[src/rtl/dm_bist_pkg.sv]
// Shared definitions for the data-memory BIST top.
// Contents: the FSM state encoding, the pattern-select codes and pat(), the
// pattern generator that both the write path and the compare path use.
package dm_bist_pkg;

    typedef enum logic [2:0] {
        IDLE  = 3'd0,
        WRITE = 3'd1,
        READ  = 3'd2,
        DRAIN = 3'd3,
        DONE  = 3'd4
    } state_e;

    localparam logic [1:0] PAT_ADDR  = 2'd0;
    localparam logic [1:0] PAT_NADDR = 2'd1;
    localparam logic [1:0] PAT_CHECK = 2'd2;
    localparam logic [1:0] PAT_WALK1 = 2'd3;

    // The result is always 32 bits wide. Callers keep the low data_w bits.
    // data_w sets the period of the walking-one pattern.
    function automatic logic [31:0] pat(input logic [31:0] a, input logic [1:0] s,
                                        input int unsigned data_w);
        logic [31:0] r;
        r = '0;
        case (s)
            PAT_ADDR:  r = a;
            PAT_NADDR: r = ~a;
            PAT_CHECK: r = a[0] ? 32'hAAAA_AAAA : 32'h5555_5555;
            default:   r = 32'd1 << (a % data_w);
        endcase
        return r;
    endfunction

endpackage

[src/rtl/dm_ram.sv]
// Synchronous single-port data RAM. Reads are read-first with a 1-cycle latency.
// Ports: clk; i_we write enable; i_addr word address; i_wdata write data;
//        o_rdata read data, registered.
// The array is not reset.
module dm_ram
    import dm_bist_pkg::*;
#(
    parameter int ADDR_W = 6,
    parameter int DATA_W = 32
) (
    input  logic              clk,
    input  logic              i_we,
    input  logic [ADDR_W-1:0] i_addr,
    input  logic [DATA_W-1:0] i_wdata,
    output logic [DATA_W-1:0] o_rdata
);

    logic [DATA_W-1:0] r_mem [0:(1<<ADDR_W)-1];
    logic [DATA_W-1:0] r_rdata;

    always_ff @(posedge clk) begin
        r_rdata <= r_mem[i_addr];
        if (i_we) begin
            r_mem[i_addr] <= i_wdata;
        end
    end

    assign o_rdata = r_rdata;

endmodule

[src/rtl/dm_bist_top.sv]
// Board-level data-memory test top. It provides manual switch-driven writes and
// reads, and an automatic fill / read-back / compare self-test.
// Ports: clk, rst_n (async, active-low); mode (0 manual, 1 auto); start and
//        mem_write (asynchronous switches, edge-detected); addr, pat_sel;
//        disp_data (registered read data); busy, done, pass, err_count
//        (saturating), fail_addr (first mismatch).
// Optional build macro FAULT_INJECT_EN adds the fault_inj input. While
// fault_inj is 1, auto-mode writes to address 3 have bit 0 inverted.
module dm_bist_top
    import dm_bist_pkg::*;
#(
    parameter int ADDR_W = 6,
    parameter int DATA_W = 32,
    parameter int ERR_W  = 8
) (
    input  logic              clk,
    input  logic              rst_n,
    input  logic              mode,
    input  logic              start,
    input  logic              mem_write,
    input  logic [ADDR_W-1:0] addr,
    input  logic [1:0]        pat_sel,
`ifdef FAULT_INJECT_EN
    input  logic              fault_inj,
`endif
    output logic [DATA_W-1:0] disp_data,
    output logic              busy,
    output logic              done,
    output logic              pass,
    output logic [ERR_W-1:0]  err_count,
    output logic [ADDR_W-1:0] fail_addr
);

    localparam logic [ADDR_W-1:0] LAST = '1;

    state_e            r_state;
    logic [ADDR_W-1:0] r_cnt;
    logic [1:0]        r_pat_q;
    logic [ERR_W-1:0]  r_err;
    logic [ADDR_W-1:0] r_fail_addr;
    logic [DATA_W-1:0] r_disp;
    logic [1:0]        r_start_sync;
    logic              r_start_q;
    logic [1:0]        r_wr_sync;
    logic              r_wr_q;
    logic              r_vld_p1;
    logic [DATA_W-1:0] r_exp_p1;
    logic [ADDR_W-1:0] r_addr_p1;

    logic              w_start_p;
    logic              w_wr_p;
    logic              w_idle_like;
    logic              w_launch;
    logic              w_man_wr;
    logic              w_fault_flip;
    logic              w_mis;
    logic [31:0]       w_pat_cnt_full;
    logic [31:0]       w_pat_man_full;
    logic [DATA_W-1:0] w_pat_cnt;
    logic [DATA_W-1:0] w_pat_man;
    logic              w_ram_we;
    logic [ADDR_W-1:0] w_ram_addr;
    logic [DATA_W-1:0] w_ram_wdata;
    logic [DATA_W-1:0] w_ram_rdata;

    assign w_start_p   = r_start_sync[1] & ~r_start_q;
    assign w_wr_p      = r_wr_sync[1] & ~r_wr_q;
    assign w_idle_like = (r_state == IDLE) || (r_state == DONE);
    assign w_launch    = w_idle_like && mode && w_start_p;
    assign w_man_wr    = w_idle_like && !mode && w_wr_p;

    assign w_pat_cnt_full = pat(32'(r_cnt), r_pat_q, DATA_W);
    assign w_pat_man_full = pat(32'(addr), pat_sel, DATA_W);
    assign w_pat_cnt      = w_pat_cnt_full[DATA_W-1:0];
    assign w_pat_man      = w_pat_man_full[DATA_W-1:0];

`ifdef FAULT_INJECT_EN
    assign w_fault_flip = fault_inj && (r_cnt == ADDR_W'(3));
`else
    assign w_fault_flip = 1'b0;
`endif

    // The single RAM port serves the auto sequence while it runs. Otherwise
    // it serves the switches, so the RAM is read at addr on every idle cycle.
    assign w_ram_we    = (r_state == WRITE) || w_man_wr;
    assign w_ram_addr  = ((r_state == WRITE) || (r_state == READ)) ? r_cnt : addr;
    assign w_ram_wdata = (r_state == WRITE) ? (w_pat_cnt ^ DATA_W'(w_fault_flip)) : w_pat_man;

    dm_ram #(
        .ADDR_W (ADDR_W),
        .DATA_W (DATA_W)
    ) u_ram (
        .clk     (clk),
        .i_we    (w_ram_we),
        .i_addr  (w_ram_addr),
        .i_wdata (w_ram_wdata),
        .o_rdata (w_ram_rdata)
    );

    assign w_mis = (w_ram_rdata != r_exp_p1);

    // Stage p0 -> p1: the read is issued at r_cnt. The expected word and the
    // address travel one cycle alongside it to meet the RAM output.
    always_ff @(posedge clk) begin
        r_exp_p1  <= w_pat_cnt;
        r_addr_p1 <= r_cnt;
    end

    always_ff @(posedge clk or negedge rst_n) begin
        if (!rst_n) begin
            r_state      <= IDLE;
            r_cnt        <= '0;
            r_pat_q      <= '0;
            r_err        <= '0;
            r_fail_addr  <= '0;
            r_disp       <= '0;
            r_start_sync <= '0;
            r_start_q    <= 1'b0;
            r_wr_sync    <= '0;
            r_wr_q       <= 1'b0;
            r_vld_p1     <= 1'b0;
        end else begin
            r_start_sync <= {r_start_sync[0], start};
            r_start_q    <= r_start_sync[1];
            r_wr_sync    <= {r_wr_sync[0], mem_write};
            r_wr_q       <= r_wr_sync[1];
            r_vld_p1     <= (r_state == READ);
            r_disp       <= w_ram_rdata;

            // Stage p1: compare. A zero count means this is the first
            // mismatch, and that still holds after the count saturates.
            if (r_vld_p1 && w_mis) begin
                if (r_err != '1) begin
                    r_err <= r_err + ERR_W'(1);
                end
                if (r_err == '0) begin
                    r_fail_addr <= r_addr_p1;
                end
            end

            unique case (r_state)
                IDLE, DONE: begin
                    if (w_launch) begin
                        r_state     <= WRITE;
                        r_cnt       <= '0;
                        r_pat_q     <= pat_sel;
                        r_err       <= '0;
                        r_fail_addr <= '0;
                    end
                end
                WRITE: begin
                    r_cnt <= r_cnt + ADDR_W'(1);
                    if (r_cnt == LAST) begin
                        r_state <= READ;
                        r_cnt   <= '0;
                    end
                end
                READ: begin
                    r_cnt <= r_cnt + ADDR_W'(1);
                    if (r_cnt == LAST) begin
                        r_state <= DRAIN;
                        r_cnt   <= '0;
                    end
                end
                DRAIN: begin
                    r_state <= DONE;
                end
                default: begin
                    r_state <= IDLE;
                end
            endcase
        end
    end

    assign disp_data = r_disp;
    assign busy      = (r_state == WRITE) || (r_state == READ) || (r_state == DRAIN);
    assign done      = (r_state == DONE);
    assign pass      = (r_state == DONE) && (r_err == '0);
    assign err_count = r_err;
    assign fail_addr = r_fail_addr;

endmodule

[config.mk]
export PLATFORM = sky130hd
export DESIGN_NAME = dm_bist_top
export DESIGN_NICKNAME = d
export VERILOG_FILES = /design/src/rtl/dm_bist_pkg.sv /design/src/rtl/dm_ram.sv /design/src/rtl/dm_bist_top.sv
export SDC_FILE = /design/constraint.sdc
export NUM_CORES = 2
export LEC_CHECK = 0
export ABC_AREA = 1
export CAP_MARGIN = 15
export CORE_MARGIN = 4
export CORE_UTILIZATION = 40
export CTS_CLUSTER_DIAMETER = 40
export DETAILED_ROUTE_END_ITERATION = 12
export SLEW_MARGIN = 10
export SYNTH_ARGS = -nofsm -noshare
export SYNTH_HDL_FRONTEND = slang
export SYNTH_SLANG_ARGS = --single-unit
[constraint.sdc]
create_clock -name clk -period 14.85 [get_ports clk]
set_clock_uncertainty 0.1 [all_clocks]
set_input_delay 3.7125 -clock clk [delete_from_list [all_inputs] [get_ports clk]]
set_output_delay 3.7125 -clock clk [all_outputs]
set_load 0.1 [all_outputs]
==> results.txt <==
- Worst Hold End: r_wr_sync[1]
- Post-Syn Area: 0.0925 mm2
- The run finished with clean final reports.
- Number of warnings printed during yosys synthesis: 0
- Routed metal-1 wirelength: 118000 um
- Row Count: 176
- Area share of the largest cell type after synthesis: 66.5%
* Detailed Route Iter0 Violations: 8039
- By area the synthesized netlist is led by edfxtp_1, nand2_1, nand3_1.
- During I/O placement, the number of pins put on the boundary was 62.
- The critical path is of the in -> reg type.
- In this run the mean area of a mapped cell was 10.1 um2.
- The number of nets handed over by synthesis was 9141.
- Routability-driven placement finished with a final weighted congestion of 0.885.
- Detailed placement HPWL: 156000 um
* Worst voltage drop across the vdd grid: 233 uV
* Min Tclk post-route: 8340 ps
- Setup violations remaining at the end of the flow were counted as 0.
* CTS Root Buffer Type: clkbuf_16
- For the final routed database, the setup TNS stands at 0 ps.
- In this run, placement finished with an instance count of 11884.
* Crit path DAT: 9120 ps
* Iteration count of the initial detailed-routing pass: 6
- TritonCTS built the clock tree.
* Startpoint of the most critical hold path: r_wr_sync[0]
- DR WL met3: 29600 um
* Max Clock Freq: 120 MHz
* TritonCTS Buffers: 294
- Wire segments on met2 add up to 134000 um in the final route.
- After detailed routing, the total wire length is 294000 um.
* Via count: 65977
- The biggest area contributor in the post-synthesis netlist is edfxtp_1.
- nand2_1 is the most common cell in the netlist.
- The synthesized design contains 2048 enable-type register cells.
- Post-route ant nets: 0
- Number of clock sinks: 2182
- After the last flow step, the layout net total stands at 9177.
* Height of the die: 489 um
* DR DRC count: 0
- Fraction of final layout cells sized beyond drive strength 1: 8.17%
* Starting density of the core: 40.2%
* Clock H-tree levels: 5
* Register bit total from synthesis: 2182
* Leakage power total: 0.0438 uW
- At the later pin of the worst-skew pair, clock insertion delay measures 940 ps.
- Die ar.: 0.239 mm2
- Final Hold Violating Endpoints: 0
- Hold-fix buffers at CTS: 0
- Entering global routing, the biggest net connects 171 pins.
* Footprint of the flip-flops and latches: 0.0645 mm2
- The share of the Yosys chip area taken by registers is 69.8%.
- Share of the cycle needed by the critical path after routing: 56.2%
* Final cell count without fillers: 12405
- Worst Tran Pin Value: 1170 ps
- Global-route wire length before repair: 425000 um
* Worst rel slew slack: 22.0%
- For this design the ratio of total power to cell area is 250 mW/mm2.
- Overall power consumption after layout is estimated at 26600 uW.
- RSZ-0062 raised after global routing: no
- GRT Total Usage: 24.1%
* CP Capture Type: register
- Counting every instance in the synthesized netlist gives 9120.
* Fillers: 20838
- Type of element launching the critical path: input port
- Layout area overhead: 15.0%
- Counting instances, the worst hold path has a depth of 0.
- Max Buffers Root-to-Sink: 4
* Max-capacitance violation count: 0
- Data required time at the worst endpoint: 15630 ps
- The core region is 0.230 mm2.
- Vias per cell: 5.32
- Via count of the first global-routing pass: 61399
- Count of cell types in the netlist: 40
* Initial antenna violation count: 20
- Among all flip-flop cells after synthesis, the most frequent one is edfxtp_1.
* Max-slew violations: 0
- The worst register-to-register path ends at u_ram.r_mem[33][8].
- In this run the worst path has a maximum fanout of 132.
- After clock tree synthesis, the clock-pin slew on the worst setup and hold paths is 50 ps.
- The detailed router used layers up to and including met5.
* Min-delay worst type: reg -> reg
* Post-CTS Repair Setup Buffers: 0
- The total overflow left after global routing is 0.
* Async set-or-reset flop fraction in the synthesized netlist: 2.93%
- Post-cts resize count: 0
- Port buffering added 61 buffers.
- FF-to-FF Start: r_state[2]
- In the synthesized netlist, the cells that appear most often are nand2_1, edfxtp_1, nand3_1.
- In this run the horizontal extent of the chip is 489 um.
- The multi-input combinational cells in the finished layout cover a total of 0.0259 mm2.
- Dividing the detail-routed wire length by the instance count gives 23.7 um.
- The setup check on the worst reg-to-reg path leaves a slack of 8930 ps.
* Worst r2r path cells: 9
==> cell type report <==
| cell class | count | share of cell area (%) |
|---|---|---|
| tap | 3026 | 3.56 |
| sequential | 2182 | 60.7 |
| antenna | 6 | 0.0141 |
| clock buffer | 353 | 7.43 |
| timing repair buffer | 233 | 1.95 |
| clock inverter | 160 | 1.56 |
| inverter | 138 | 0.491 |
| multi-input combinational | 6307 | 24.3 |
==> cell families (layout without fill, tap and decap cells) <==
family                   Yosys count  after routing  share of synthesized area, %
AO/OA/AOI/OAI                    151            151                         0.889
flip-flops                      2182           2182                          69.8
AND/OR/NAND/NOR                 6114           6114                          25.8
buffers and inverters            631            884                          3.07
adder cells (fa/ha/maj)            8              8                         0.108
XOR/XNOR                          34             34                         0.322
other                              0              6                             0
==> worst max-delay path by stage <==
stage | startpoint | to | slack [ps] | depth (start not counted)
2_1_floorplan | addr[3] | u_ram.r_mem[40][0] | 6270 | 7
3_3_place_gp | addr[0] | u_ram.o_rdata[29] | 5710 | 17
3_5_place_dp | addr[0] | u_ram.o_rdata[29] | 5590 | 17
4_1_cts | addr[0] | u_ram.o_rdata[29] | 6560 | 17
5_1_grt | addr[0] | u_ram.o_rdata[29] | 6250 | 17
6_report | addr[0] | u_ram.o_rdata[29] | 6510 | 17
==> report_power, final <==
group	total (uW)	leakage [uW]	internal (uW)	switching (uW)
clock	6900	0.00464	4220	2690
sequential	8590	0.0199	8290	297
combinational	11100	0.0193	2350	8720
==> metrics by stage <==
stage	setup WS [ps]	utilization, %	area [um2]	hold slack (ps)
2_1_floorplan	6270	-	92500	231
3_5_place_dp	5590	42.1	96700	238
5_1_grt	6250	46.2	106000	268
4_1_cts	6560	46.2	106000	263
3_3_place_gp	5710	42.1	96700	241
6_report	6510	46.2	106000	255
==> metal layers <==
layer / track usage [%] / vias up
li1: - / 30056
met1: 33.2 / 32054
met2: 37.3 / 3335
met3: 4.54 / 522
met4: 11.0 / 10
met5: 0 / -
==> state kept, by name, indices dropped and copies added (netlist names), 6 cells and up <==
name	flops
u_ram.r_mem	2048
r_cnt	6
r_exp_p1	32
err_count	8
disp_data	32
fail_addr	6
r_addr_p1	6
u_ram.o_rdata	32
==> worst max-delay path, stage by stage <==
cell and delay, ps:
clkdlybuf4s50_1 720, inv_1 360, nand3_4 540, nand2_4 340
buf_12 560, buf_4 790, buf_4 790, nand2_1 100
nand2_1 110, nand2_1 50, nand2_1 100, nand2_1 40
nand2_1 110, nand2_1 50, nand2_1 320, nor2_1 110
nand2_1 80
==> layout by cell type, fill, tap and decap left out, types with 18 or more instances in the layout <==
master	count
nand2_1	5301
edfxtp_1	2048
nand3_1	585
clkbuf_16	306
buf_4	160
inv_1	107
nor2_1	107
o21ai_0	73
dfxtp_1	70
dfrtp_1	64
nor2_4	62
clkdlybuf4s50_1	60
a21oi_1	47
clkbuf_1	40
clkinv_2	34
inv_6	32
inv_2	27
clkinv_1	22
bufinv_16	22
clkinv_4	21
clkinvlp_4	21
xor2_1	18
No activity file was read; power rests on OpenSTA's default activity.
